===== src/rtl/uart_tx_arbiter.sv =====
// uart_tx_arbiter: round-robin whole-frame arbiter sharing one UART transmitter.
// Ports: clock/reset, per-requester req/done/start_in/data_in, uart_ocupado in;
// iniciar_envio/dado_saida to the UART, grant, ocupado_req, timeout_flag out.
`timescale 1ns/1ps
module uart_tx_arbiter #(
    parameter int NUM_REQ        = 2,
    parameter int GAP_CYCLES     = 100,
    parameter int TIMEOUT_CYCLES = 2000000
) (
    input  logic                 clock,
    input  logic                 reset,
    input  logic [NUM_REQ-1:0]   req,
    input  logic [NUM_REQ-1:0]   done,
    input  logic [NUM_REQ-1:0]   start_in,
    input  logic [NUM_REQ*8-1:0] data_in,
    input  logic                 uart_ocupado,
    output logic                 iniciar_envio,
    output logic [7:0]           dado_saida,
    output logic [NUM_REQ-1:0]   grant,
    output logic [NUM_REQ-1:0]   ocupado_req,
    output logic                 timeout_flag
);

    localparam int PW = (NUM_REQ > 1) ? $clog2(NUM_REQ) : 1;
    localparam int WW = $clog2(TIMEOUT_CYCLES + 1);
    localparam int GW = $clog2(GAP_CYCLES + 2);

    localparam logic [WW-1:0] WD_LAST  = WW'(TIMEOUT_CYCLES - 1);
    localparam logic [GW-1:0] GAP_LAST =
        GW'((GAP_CYCLES > 0) ? GAP_CYCLES - 1 : 0);
    localparam logic [PW-1:0] PTR_LAST = PW'(NUM_REQ - 1);

    typedef enum logic [1:0] {
        IDLE,
        GRANT,
        DRAIN,
        GAP
    } state_t;

    state_t               state;
    logic [PW-1:0]        rr_ptr;
    logic [PW-1:0]        winner;
    logic [PW-1:0]        cand;
    logic [NUM_REQ-1:0]   win_oh;
    logic [WW-1:0]        wd_cnt;
    logic [GW-1:0]        gap_cnt;
    logic                 pend;
    logic                 ini_q;
    logic [7:0]           own_byte;
    logic                 fwd;
    logic                 own_done;
    logic                 own_drop;
    logic                 wd_hit;
    logic                 release_now;
    logic                 timeout_now;
    logic                 busy;
    int                   idx;

    // Scan downward so the closest set bit at or above rr_ptr wins last.
    always_comb begin
        winner = rr_ptr;
        cand   = '0;
        idx    = 0;
        for (int k = NUM_REQ - 1; k >= 0; k--) begin
            idx = int'(rr_ptr) + k;
            if (idx >= NUM_REQ) idx = idx - NUM_REQ;
            cand = PW'(idx);
            if (req[cand]) winner = cand;
        end
    end

    assign win_oh = NUM_REQ'(1) << winner;

    // grant is one-hot in GRANT and zero elsewhere, so it doubles as the
    // owner select and gates all owner-side inputs outside GRANT.
    always_comb begin
        own_byte = '0;
        for (int i = 0; i < NUM_REQ; i++) begin
            if (grant[i]) own_byte = own_byte | data_in[i*8 +: 8];
        end
    end

    assign fwd      = |(start_in & grant);
    assign own_done = |(done & grant);
    assign own_drop = ~|(req & grant);
    assign wd_hit   = (wd_cnt == WD_LAST);

    // A start in the same cycle as the limit clears the watchdog instead.
    assign timeout_now = wd_hit & ~fwd & ~own_done & ~own_drop;
    assign release_now = own_done | own_drop | timeout_now;

    // pend and iniciar_envio cover the gap until the UART raises its busy.
    assign busy = uart_ocupado | pend | iniciar_envio;

    assign ocupado_req = (state == GRANT) ?
        (~grant | {NUM_REQ{busy}}) : '1;

    always_ff @(posedge clock or negedge reset) begin
        if (!reset) begin
            state         <= IDLE;
            rr_ptr        <= '0;
            grant         <= '0;
            wd_cnt        <= '0;
            gap_cnt       <= '0;
            pend          <= 1'b0;
            ini_q         <= 1'b0;
            iniciar_envio <= 1'b0;
            dado_saida    <= 8'h00;
            timeout_flag  <= 1'b0;
        end else begin
            iniciar_envio <= 1'b0;
            timeout_flag  <= 1'b0;
            ini_q         <= iniciar_envio;

            if (fwd) pend <= 1'b1;
            else if (ini_q) pend <= 1'b0;

            unique case (state)
                IDLE: begin
                    if (|req) begin
                        grant  <= win_oh;
                        rr_ptr <= (winner == PTR_LAST) ?
                                  '0 : winner + 1'b1;
                        wd_cnt <= '0;
                        state  <= GRANT;
                    end
                end
                GRANT: begin
                    if (fwd) begin
                        iniciar_envio <= 1'b1;
                        dado_saida    <= own_byte;
                        wd_cnt        <= '0;
                    end else if (!wd_hit) begin
                        wd_cnt <= wd_cnt + 1'b1;
                    end
                    if (release_now) begin
                        grant        <= '0;
                        timeout_flag <= timeout_now;
                        state        <= DRAIN;
                    end
                end
                DRAIN: begin
                    if (!uart_ocupado && !pend) begin
                        gap_cnt <= '0;
                        state   <= (GAP_CYCLES == 0) ? IDLE : GAP;
                    end
                end
                GAP: begin
                    if (uart_ocupado) gap_cnt <= '0;
                    else if (gap_cnt == GAP_LAST) state <= IDLE;
                    else gap_cnt <= gap_cnt + 1'b1;
                end
                default: state <= IDLE;
            endcase
        end
    end

endmodule


===== config.mk =====
export PLATFORM = sky130hd
export DESIGN_NAME = uart_tx_arbiter
export DESIGN_NICKNAME = d
export VERILOG_FILES = /design/src/rtl/uart_tx_arbiter.sv
export SDC_FILE = /design/constraint.sdc
export NUM_CORES = 1
export LEC_CHECK = 0
export CAP_MARGIN = 20
export CORE_MARGIN = 3
export CORE_UTILIZATION = 54
export CTS_CLUSTER_SIZE = 14
export DETAILED_ROUTE_END_ITERATION = 10
export PLACE_DENSITY = 0.86
export SLEW_MARGIN = 20
export SYNTH_ARGS = -nofsm -noshare
export SYNTH_HDL_FRONTEND = slang
export SYNTH_SLANG_ARGS = --single-unit

===== constraint.sdc =====
create_clock -name clock -period 4.06 [get_ports clock]
set_input_delay 0.812 -clock clock [delete_from_list [all_inputs] [get_ports clock]]
set_output_delay 0.812 -clock clock [all_outputs]
set_load 0.01 [all_outputs]

==> flow_summary.ini <==
[cts]
post_cts_buffers = 0
cts_tree = done
htree_num_levels = 2
clk_latency_ps = 310
cts_sinks = 45
cts_inserted_buffers = 5
hold_buffers = 0
post_cts_resized = 0
clk_root_buffer_cell = clkbuf_8
clock_path_buffers = 2
clk_pin_slew_ps = 80

[placed_design]
place.gp.congestion = 0.8243
pre_cts_ws_ps = 976.4
portBuffers = 38
dp_hpwl_mm = 3.897

[floorplan]
ioPinCount = 39
dieWidth_um = 73.87
die_area_um2 = 5457
rows = 24
placeableCoreArea_um2 = 4414
die_height_um = 73.87
initial_core_util_pct = 56.35

[timing]
slew_headroom_pct = 61.92
fin_ws_ps = 958.7
tns_ps = 0
slew_viol_final = 0
worst_pin_slew_ps = 566.0
period_share_pct = 76.39
skew_ps = 8.655
max_freq_mhz = 322.4
setup_viol_count_final = 0
hold_violations = 0
rsz0062_at_grt = false
fin_crit_ps = 3101

[synth]
synth.top_cells.by_area = dfrtp_1 45%, o21ai_0 5.6%, nand2_1 3.8%
ys.flop_type = dfrtp_1
synth_cell_types = 47
synth_nets = 292
ys_ff_latch = 45
synthArstFlopShare_pct = 100.0
yosys_warnings = 0
syn-instance-count = 261
yosys.area.top_type_share_pct = 45.27
netlist_area_um2 = 2487
synth_edf_count = 0
yosysSeqAreaShare_pct = 45.27
yosys.area.top_type = dfrtp_1
avgSynthCellArea_um2 = 9.530

[status]
status = complete, no violations

[route]
detail-route-antenna-nets = 0
first_iter_violations = 124
num_vias = 2110
viasPerCell = 5.994
wl_mm = 5.438
wl_per_cell_um = 15.45
drc = 0
first_pass_iters = 4

[finish]
drive_gt1_share_pct = 5.667
syn_to_final_growth_pct = 21.18
num_antenna_cells = 0
final_nets = 330
mostFrequentLayoutCells = 45 x dfrtp_1, 37 x clkdlybuf4s50_1, 28 x o21ai_0, 25 x nand2_1, 17 x nor2_1
layout_commonest_cell = dfrtp_1

[setup_path]
worstSetupStartpointType = input port
path_class = input port to primary output
arrival_ps = 2290
critPathMaxFanout = 4
r2r_setup_slack_ps = 1790
reg2regPathDepth = 7
worstReg2RegEnd = wd_cnt[2]$_DFFE_PN0P_
cp-end-kind = primary output
cp.required_ps = 3250
r2r-start = state[0]$_DFFE_PN0P_

[power]
power_mw = 0.8255
leakagePower_nw = 1.317
power_density_nw_per_um2 = 273.9
ir_drop_mv = 0.2167

[hold_path]
holdPathStages = 1
worstHoldStart = ini_q$_DFF_PN0_
hold_path_end = pend$_DFFE_PN0P_
hp-class = flop to flop

[grt]
grt_util_all_layers_pct = 22.04
antenna_found_initial = 0
grt_first_pass_wirelength_mm = 9.328
grt_overflow = 0
grt_pass1_vias = 2042
grt_max_degree = 46

[job]
maxCapViolCount = 0
==> worst max-delay path by stage <==
stage / from / endpoint / cells after the start
final: uart_ocupado / ocupado_req[1] / 4
after global routing: uart_ocupado / ocupado_req[0] / 4
after CTS: uart_ocupado / ocupado_req[1] / 4
after detailed placement: uart_ocupado / ocupado_req[1] / 4
after global placement: uart_ocupado / ocupado_req[0] / 4
after floorplan: uart_ocupado / ocupado_req[0] / 2
==> critical path: stages <==
cell,delay (ps)
clkdlybuf4s50_1,470
nor4b_1,420
nand2_1,90
clkdlybuf4s50_1,490
==> cell usage after synthesis (2+ instances only) <==
| library cell | instances |
|---|---|
| and4bb_1 | 3 |
| a22oi_1 | 8 |
| nand2_1 | 25 |
| and2_1 | 2 |
| nand3_1 | 14 |
| a21o_1 | 3 |
| a211o_1 | 2 |
| ha_1 | 6 |
| nor3b_1 | 2 |
| o31ai_1 | 11 |
| a21oi_1 | 8 |
| nor2_1 | 17 |
| or2_1 | 2 |
| nor2b_1 | 2 |
| nand2b_1 | 7 |
| inv_1 | 8 |
| and3_1 | 9 |
| clkbuf_1 | 3 |
| buf_2 | 4 |
| o21ai_0 | 28 |
| dfrtp_1 | 45 |
| nand4_1 | 7 |
| o211a_1 | 2 |
| o41ai_1 | 2 |
| o21ai_1 | 8 |
| a31oi_1 | 7 |
| xor2_1 | 5 |
| nor4_1 | 2 |
==> kinds of logic (layout without fill, tap and decap cells) <==
family	Yosys count	count (layout)	share of synthesized area, %
simple gates	103	103	24.09
buf+inv	15	54	2.465
flops	45	45	45.27
fa+ha+maj	6	6	3.018
compound gates	84	84	22.18
xor+xnor	6	6	2.113
mux	2	2	0.8551
==> final cells by class <==
class	count	area [µm²]
timing repair buffer	38	377.9
sequential	45	1126
clock buffer	5	68.82
clock inverter	3	46.29
multi-input combinational	201	1300
inverter	8	30.03
fill	360	1400
tap	52	65.06
==> through the flow <==
stage	cells	hold WS (ps)	cell area, µm²	utilization [%]
final	352	445.9	3014	68.28
after global routing	352	462.4	3014	68.28
after CTS	352	449.5	3012	68.23
after detailed placement	344	434.0	2897	65.62
after global placement	344	406.7	2897	65.62
after floorplan	261	399.6	2487	-
==> power breakdown <==
| group | total, mW | internal [mW] | switching (mW) |
|---|---|---|---|
| sequential | 0.448 | 0.448 | 0 |
| combinational | 0.0360 | 0.0212 | 0.0147 |
| clock | 0.342 | 0.184 | 0.158 |
| total | 0.825 | 0.653 | 0.172 |
==> flip-flops by register name (all words and copies together), names as in the netlist <==
register,cells
pend,1
rr_ptr,1
dado_saida,8
timeout_flag,1
state,2
wd_cnt,21
ini_q,1
grant,2
gap_cnt,7
iniciar_envio,1
==> metal layers <==
| layer | GRT usage [%] | routed length (µm) |
|---|---|---|
| met1 | 29.14 | 2429 |
| met2 | 35.43 | 2568 |
| met3 | 3.830 | 330 |
| met4 | 9.457 | 110 |
| met5 | 0 | 0 |
No activity file was read; power rests on OpenSTA's default activity.
